==> src/rtl/aes_control_param.sv <==
// Round-sequencing controller for a ring-pipelined AES datapath.
// A token ring with CPR positions tracks in-flight blocks; position 0 is the sole inject/exit point.
module aes_control_param #(
  parameter int unsigned CPR   = 4,
  parameter int unsigned SLOTS = 3,
  parameter int unsigned NR    = 10
) (
  input  logic                           clk,
  input  logic                           rst_n,
  input  logic                           kill,
  input  logic                           in_en,
  output logic                           start,
  output logic                           en_mixcol,
  output logic                           key_req,
  output logic [3:0]                     key_sel,
  output logic                           out_en,
  output logic                           idle,
  output logic [$clog2(SLOTS+1)-1:0]     inflight,
  output logic                           in_en_collision_irq_pulse
);

  localparam int unsigned CW = $clog2(SLOTS + 1);

  generate
    if (CPR < 1 || CPR > 8 || SLOTS < 1 || SLOTS > CPR ||
        !(NR == 10 || NR == 12 || NR == 14)) begin : g_bad_params
      $error("aes_control_param: illegal parameter set");
    end
  endgenerate

  logic [CPR-1:0] valid_q, valid_d;
  logic [3:0]     rnd_q [CPR];
  logic [3:0]     rnd_d [CPR];
  logic [CW-1:0]  inflight_q, inflight_d;
  logic           start_q, start_d;
  logic           en_mixcol_q, en_mixcol_d;
  logic           key_req_q, key_req_d;
  logic [3:0]     key_sel_q, key_sel_d;
  logic           out_en_q, out_en_d;
  logic           idle_q, idle_d;
  logic           irq_q, irq_d;

  logic           arr_valid, arr_exit, arr_cont, do_inject;
  logic [3:0]     arr_rnd, nxt_rnd;

  always_comb begin
    // The token in the last position is the one arriving at position 0 on this edge.
    arr_valid = valid_q[CPR-1];
    arr_rnd   = rnd_q[CPR-1];
    nxt_rnd   = arr_rnd + 4'd1;
    arr_exit  = arr_valid && (arr_rnd == 4'(NR));
    arr_cont  = arr_valid && (arr_rnd < 4'(NR));
    do_inject = in_en && !arr_cont && ((inflight_q < CW'(SLOTS)) || arr_exit);

    valid_d     = '0;
    for (int unsigned i = 0; i < CPR; i++) rnd_d[i] = '0;
    start_d     = 1'b0;
    en_mixcol_d = 1'b0;
    key_req_d   = 1'b0;
    key_sel_d   = key_sel_q;
    out_en_d    = 1'b0;
    irq_d       = in_en && !do_inject;
    inflight_d  = inflight_q;

    for (int unsigned i = 1; i < CPR; i++) begin
      valid_d[i] = valid_q[i-1];
      rnd_d[i]   = rnd_q[i-1];
    end

    if (arr_exit) out_en_d = 1'b1;

    if (arr_cont) begin
      valid_d[0]  = 1'b1;
      rnd_d[0]    = nxt_rnd;
      key_req_d   = 1'b1;
      key_sel_d   = nxt_rnd;
      en_mixcol_d = nxt_rnd < 4'(NR);
    end

    if (do_inject) begin
      valid_d[0]  = 1'b1;
      rnd_d[0]    = 4'd1;
      start_d     = 1'b1;
      key_req_d   = 1'b1;
      key_sel_d   = 4'd1;
      en_mixcol_d = 1'b1;
    end

    if (do_inject && !arr_exit)      inflight_d = inflight_q + CW'(1);
    else if (!do_inject && arr_exit) inflight_d = inflight_q - CW'(1);

    if (kill) begin
      valid_d = '0;
      for (int unsigned i = 0; i < CPR; i++) rnd_d[i] = '0;
      inflight_d  = '0;
      start_d     = 1'b0;
      en_mixcol_d = 1'b0;
      key_req_d   = 1'b0;
      key_sel_d   = key_sel_q;
      out_en_d    = 1'b0;
      irq_d       = 1'b0;
    end

    idle_d = (inflight_d == '0);
  end

  always_ff @(posedge clk or negedge rst_n) begin
    if (!rst_n) begin
      valid_q     <= '0;
      for (int unsigned i = 0; i < CPR; i++) rnd_q[i] <= '0;
      inflight_q  <= '0;
      start_q     <= 1'b0;
      en_mixcol_q <= 1'b0;
      key_req_q   <= 1'b0;
      key_sel_q   <= '0;
      out_en_q    <= 1'b0;
      idle_q      <= 1'b1;
      irq_q       <= 1'b0;
    end else begin
      valid_q     <= valid_d;
      for (int unsigned i = 0; i < CPR; i++) rnd_q[i] <= rnd_d[i];
      inflight_q  <= inflight_d;
      start_q     <= start_d;
      en_mixcol_q <= en_mixcol_d;
      key_req_q   <= key_req_d;
      key_sel_q   <= key_sel_d;
      out_en_q    <= out_en_d;
      idle_q      <= idle_d;
      irq_q       <= irq_d;
    end
  end

  assign start                     = start_q;
  assign en_mixcol                 = en_mixcol_q;
  assign key_req                   = key_req_q;
  assign key_sel                   = key_sel_q;
  assign out_en                    = out_en_q;
  assign idle                      = idle_q;
  assign inflight                  = inflight_q;
  assign in_en_collision_irq_pulse = irq_q;

endmodule

==> config.mk <==
export PLATFORM = sky130hd
export DESIGN_NAME = aes_control_param
export DESIGN_NICKNAME = d
export VERILOG_FILES = /design/src/rtl/aes_control_param.sv
export SDC_FILE = /design/constraint.sdc
export NUM_CORES = 1
export LEC_CHECK = 0
export ABC_AREA = 0
export BUFFER_PORTS_ARGS = -buffer_cell sky130_fd_sc_hd__buf_2
export CAP_MARGIN = 25
export CORE_MARGIN = 2
export CORE_UTILIZATION = 49
export DETAILED_ROUTE_END_ITERATION = 10
export PLACE_DENSITY = 0.72
export SLEW_MARGIN = 20
export SYNTH_ARGS = -nofsm -noshare
export SYNTH_HDL_FRONTEND = slang
export SYNTH_SLANG_ARGS = --single-unit
==> constraint.sdc <==
create_clock -name clk -period 1.64 [get_ports clk]
set_input_delay 0.164 -clock clk [delete_from_list [all_inputs] [get_ports clk]]
set_output_delay 0.164 -clock clk [all_outputs]
set_load 0.01 [all_outputs]
==> results.sh, run 1 <==
export IMPL_status="complete, no violations"
export IMPL_synthArstFlopShare_pct=100.0
export IMPL_worst_pin_slew_ns=0.6634
export IMPL_dr_pass1_iters=3
export IMPL_post_route_period_util_pct=94.52
export IMPL_root_buffer="clkbuf_4"
export IMPL_syn_nets=103
export IMPL_cts_max_level=2
export IMPL_post_dp_cell_area_um2=1336
export IMPL_antenna_left=0
export IMPL_utilization_pct=62.23
export IMPL_hold_class="primary input to flip-flop"
export IMPL_vias=751
export IMPL_startpoint_type="flip-flop"
export IMPL_synth_seq_area_share_pct=64.42
export IMPL_cp_max_fo=5
export IMPL_required_ns=1.90
export IMPL_grt_usage_pct=17.08
export IMPL_synth_edff_count=0
export IMPL_synth_top_area_share_pct=62.24
export IMPL_synth_most_common_cell="dfrtp_1"
export IMPL_start_util_pct=53.00
export IMPL_clk_latency_ns=0.32
export IMPL_ir_drop_uv=638.4
export IMPL_drv_slew=0
export IMPL_nNetsFinal=127
export IMPL_final_hold_violation_count=0
export IMPL_finalSetupViolCount=0
export IMPL_die_h_um=53.62
export IMPL_grt_pass1_vias=756
export IMPL_grt_start_max_net_pins=32
export IMPL_cts_tree="yes"
export IMPL_grt_pass1_wl_um=3256
export IMPL_antenna_found_initial=0
export IMPL_port_buffers=15
export IMPL_power_density_nw_per_um2=957.6
export IMPL_hold_ws_ns=0.1373
export IMPL_wl_per_cell_um=12.85
export IMPL_yosys_warnings=0
export IMPL_netlist_instances=96
export IMPL_p_leak_nw=0.7416
export IMPL_grt_remaining_overflow=0
export IMPL_fin_crit_ns=1.550
export IMPL_post_synth_num_cell_types=30
export IMPL_diodes=0
export IMPL_max_clock_freq_ghz=0.6451
export IMPL_final_layout_size_suffix_gt1_share_pct=29.75
export IMPL_netlist_area_um2=1206
export IMPL_synth_seq_cells=31
export IMPL_fin_skew_ns=0.009801
export IMPL_synth_ff_type="dfrtp_1"
export IMPL_max_slew_margin_pct=55.77
export IMPL_critical_path_class="flip-flop to flip-flop"
export IMPL_rsz0062_at_grt="no"
export IMPL_ios=16
export IMPL_dp_hpwl_um=1282
export IMPL_viasPerCell=5.040
export IMPL_maxCapViolCount=0
export IMPL_numCtsBuffers=5
export IMPL_die_area_um2=2875
export IMPL_clk_path_buf_depth=2
export IMPL_coreArea_um2=2276
export IMPL_arrival_ns=1.81
export IMPL_clkTransAtPathRegs_ns=0.09
export IMPL_finalSetupTns_ns=0
export IMPL_synthTopCellsByCount="30 x dfrtp_1, 15 x nor2b_1, 6 x nor2_1, 5 x a21o_1, 4 x inv_1"
export IMPL_critPathCaptureType="flip-flop"
export IMPL_gp_routability_congestion=0.7295
export IMPL_std_cell_rows=17
export IMPL_synth_avg_cell_area_um2=12.56
export IMPL_drt_total_wl_um=1915
export IMPL_first_iter_violations=4
export IMPL_postLayoutCellArea_um2=1416
export IMPL_synth_top_area_cell="dfrtp_1"
export IMPL_drc=0
export IMPL_die_width_um=53.62
export IMPL_synth_area_top_cells="dfrtp_1 62%, nor2b_1 7.8%, a21o_1 3.1%"
export IMPL_syn2layout_area_growth_pct=17.43
export IMPL_clock_sinks=31
==> critical path, cell delays in order (launching register included) <==
cell and delay [ns]:
dfrtp_1 0.43, ha_1 0.21, and4b_4 0.22, nand2_1 0.08
o21ai_0 0.09, mux2_2 0.29, a21o_1 0.17
==> kinds of logic (layout without fill, tap and decap cells) <==
| kind of cell | after synthesis | count (layout) | share of synthesized area (%) |
|---|---|---|---|
| xor+xnor | 3 | 3 | 2.179 |
| compound gates | 17 | 17 | 10.06 |
| flops | 31 | 31 | 64.42 |
| buf+inv | 8 | 33 | 2.697 |
| fa+ha+maj | 3 | 3 | 3.112 |
| mux | 2 | 2 | 1.763 |
| simple gates | 32 | 32 | 15.77 |
==> flip-flops by register name (all words and copies together), names as in the netlist <==
register / cells
arr_rnd: 4
en_mixcol: 1
idle: 1
in_en_collision_irq_pulse: 1
inflight: 2
key_sel: 4
out_en: 1
rnd_q: 12
start: 1
valid_q: 4
==> stage by stage <==
step | setup slack [ns] | instances | power [W]
final | 0.08980 | 149 | 0.001356
after global routing | 0.02610 | 149 | 0.001424
after CTS | 0.04279 | 149 | 0.001379
after detailed placement | 0.04816 | 140 | 0.0009252
after global placement | 0.07174 | 140 | 0.0009216
after floorplan | 0.07470 | 96 | 0.0008746
==> report_power, final <==
group	total [W]	switching (W)	internal (W)
Sequential	0.000798	0.00000961	0.000789
Combinational	0.000113	0.0000653	0.0000478
Clock	0.000445	0.000237	0.000207
==> layout by cell type (no fill, tap or decap), types with 3 or more instances in the layout <==
cell / count
inv_1: 4
nor2_1: 6
a21o_1: 5
nor2b_1: 15
buf_2: 15
clkbuf_4: 5
a21oi_1: 3
ha_1: 3
dfrtp_1: 30
buf_4: 5
nand2_1: 3
==> area by class of cell <==
| class | instances | area (µm²) |
|---|---|---|
| Clock buffer | 7 | 55.05 |
| Clock inverter | 1 | 5.005 |
| Fill cell | 188 | 859.6 |
| Inverter | 4 | 15.01 |
| Multi-Input combinational cell | 57 | 406.6 |
| Sequential cell | 31 | 777.0 |
| Tap cell | 28 | 35.03 |
| Timing Repair Buffer | 21 | 122.6 |
==> final timing paths <==
kind                       slack, ns  cells past startpoint                        end        from
setup / recovery                0.09                      6                       idle  arr_rnd[1]
hold / removal                  0.14                      2  in_en_collision_irq_pulse       in_en
setup reg to reg                0.09                      6                       idle  arr_rnd[1]
hold reg to reg                 0.47                      1                   rnd_q[5]    rnd_q[9]
max in group asynchronous       0.80                      2                  rnd_q[15]       rst_n
min in group asynchronous       0.40                      2                   rnd_q[6]       rst_n
==> layer usage <==
metal  vias up  part of all wire [%]  track usage (%)
met5         -                     0                0
met4         0                   2.1            10.26
met3         5                   5.1            5.000
met2        20                    45            27.37
met1       364                    48            20.33
li1        362                     -                -
==> repair_timing <==
item	CTS	global route
gates resized for setup	0	2
buffers inserted	0	0
endpoints found under the hold margin	30	0
endpoints found under the setup margin	0	3
hold buffers	1	0
No activity file was read; power rests on OpenSTA's default activity.
==> run 2: changes to the inputs <==
==> constraint.sdc (replaced) <==
create_clock -name clk -period 1.64 [get_ports clk]
set_input_delay 0.328 -clock clk [delete_from_list [all_inputs] [get_ports clk]]
set_output_delay 0.328 -clock clk [all_outputs]
set_load 0.01 [all_outputs]
==> run 2 against run 1 <==
  * Final cell count decreased by 0.67%
  * Non-clock buffer count down 1
  * Sequential power barely moved
  * Via count is 0.27% higher
  * Critical path type unchanged
  * Register-to-register slack worse by 0.02 ns
  * Clock-buffer cell count decreased by 1
  * Sequential share of layout area down 0.49 points
  * Highest routed layer unchanged
  * Die area stayed put
==> results.sh, run 2 (synthesized netlist as in run 1, its figures left out) <==
export IMPL_status="complete, no violations"
export IMPL_worst_pin_slew_ns=0.6425
export IMPL_cts_max_level=2
export IMPL_hold_ws_ns=0.009322
export IMPL_grt_remaining_overflow=0
export IMPL_numCtsBuffers=5
export IMPL_grt_start_max_net_pins=32
export IMPL_fin_ws_ns=0.07271
export IMPL_cts_tree="yes"
export IMPL_vias=753
export IMPL_fin_crit_ns=1.567
export IMPL_final_hold_violation_count=0
export IMPL_syn2layout_area_growth_pct=18.67
export IMPL_holdBufCountCts=0
export IMPL_critPathCaptureType="flip-flop"
export IMPL_antenna_left=0
export IMPL_hold_class="primary input to asynchronous set/reset pin"
export IMPL_ios=16
export IMPL_largest_reg_flops=12
export IMPL_p_leak_nw=0.7457
export IMPL_diodes=0
export IMPL_start_util_pct=53.00
export IMPL_drt_total_wl_um=1915
export IMPL_dr_pass1_iters=3
export IMPL_dp_hpwl_um=1337
export IMPL_port_buffers=15
export IMPL_clock_sinks=31
export IMPL_dp_slack_ns=0.04443
export IMPL_die_area_um2=2875
export IMPL_first_iter_violations=10
export IMPL_layout_commonest_cell="dfrtp_1"
export IMPL_fin_skew_ns=0.007504
export IMPL_rrSetupSlack_ns=0.07
export IMPL_post_route_period_util_pct=95.57
export IMPL_antenna_found_initial=0
export IMPL_finalSetupViolCount=0
export IMPL_required_ns=1.91
export IMPL_power_density_nw_per_um2=1060
export IMPL_layout_common_cells="29 x dfrtp_1, 15 x nor2b_1, 15 x buf_2"
export IMPL_max_slew_margin_pct=57.17
export IMPL_final_layout_size_suffix_gt1_share_pct=31.67
export IMPL_startpoint_type="flip-flop"
export IMPL_grt_pass1_wl_um=3505
export IMPL_drc=0
export IMPL_std_cell_rows=17
export IMPL_viasPerCell=5.088
export IMPL_max_flop_register="rnd_q"
export IMPL_drv_slew=0
export IMPL_critical_path_class="flip-flop to flip-flop"
export IMPL_utilization_pct=62.89
export IMPL_clk_latency_ns=0.33
export IMPL_root_buffer="clkbuf_4"
export IMPL_dpl_cell_count=140
export IMPL_arrival_ns=1.83
export IMPL_r2r_end="idle"
export IMPL_coreArea_um2=2276
export IMPL_ff2ff_path_depth=7
export IMPL_ir_drop_uv=952.0
export IMPL_die_h_um=53.62
export IMPL_gp_routability_congestion=0.7714
export IMPL_max_clock_freq_ghz=0.6380
export IMPL_clkTransAtPathRegs_ns=0.10
export IMPL_maxCapViolCount=0
export IMPL_clk_path_buf_depth=2
export IMPL_grt_pass1_vias=765
export IMPL_final_cell_count_no_fill=148
export IMPL_cp_max_fo=5
export IMPL_timing_rr_start="arr_rnd[0]"
export IMPL_nNetsFinal=126
export IMPL_wl_per_cell_um=12.94
export IMPL_die_width_um=53.62
export IMPL_grt_usage_pct=18.59
## run 2: cell count changes in the layout (fill, tap and decap cells not counted)
| cell | before | now |
|---|---|---|
| bufinv_16 | 0 | 1 |
| clkbuf_1 | 1 | 0 |
| dfrtp_1 | 30 | 29 |
| dfrtp_2 | 0 | 1 |
| dlygate4sd3_1 | 1 | 0 |
| ha_1 | 3 | 2 |
| ha_2 | 0 | 1 |
| o31ai_1 | 0 | 1 |
| o31ai_2 | 1 | 0 |
## run 2: critical path, cell delays in order, from the launching register on
cell and delay (ns):
dfrtp_1 0.39, inv_1 0.06, ha_2 0.17, and4b_4 0.27
nor2_2 0.04, mux2i_1 0.11, mux2_2 0.27, a21o_1 0.18
## run 2: layout make-up
class | count | area, µm²
Clock buffer | 6 | 51.30
Clock inverter | 2 | 35.03
Fill cell | 197 | 844.6
Inverter | 4 | 15.01
Multi-Input combinational cell | 57 | 404.1
Sequential cell | 31 | 778.2
Tap cell | 28 | 35.03
Timing Repair Buffer | 20 | 112.6
## run 2: how the worst max path moves through the flow
stage                          start         end  slack (ns)
after global routing      arr_rnd[1]        idle      -0.008
after global placement    arr_rnd[2]  key_sel[1]        0.05
after CTS                 arr_rnd[2]  key_sel[1]        0.03
final                     arr_rnd[0]        idle        0.07
after detailed placement  arr_rnd[2]  key_sel[2]        0.04
after floorplan           arr_rnd[0]  key_sel[1]        0.07
## run 2: repair_timing
item | in CTS | in global routing
setup buffers | 0 | 0
gates resized for setup | 0 | 3
endpoints found under the setup margin | 0 | 4
## run 2: layer usage
layer / up-vias / routed length (µm) / global-route usage [%]
li1: 360 / - / -
met1: 366 / 817 / 20.93
met2: 20 / 926 / 28.81
met3: 7 / 120 / 8.333
met4: 0 / 51 / 11.54
met5: - / 0 / 0
## run 2: metrics by stage
step	power, W	instance area [µm²]	TNS (ns)
4_1_cts	0.001542	1423	0
5_1_grt	0.001594	1431	-0.008151
3_3_place_gp	0.0009193	1336	0
2_1_floorplan	0.0008746	1206	0
3_5_place_dp	0.0009223	1336	0
6_report	0.001518	1431	0
## run 2: where the power goes
group / internal [W] / switching, W
logic: 0.0000439 / 0.0000621
clock network: 0.000360 / 0.000253
registers: 0.000789 / 0.00000971
total: 0.00119 / 0.000325
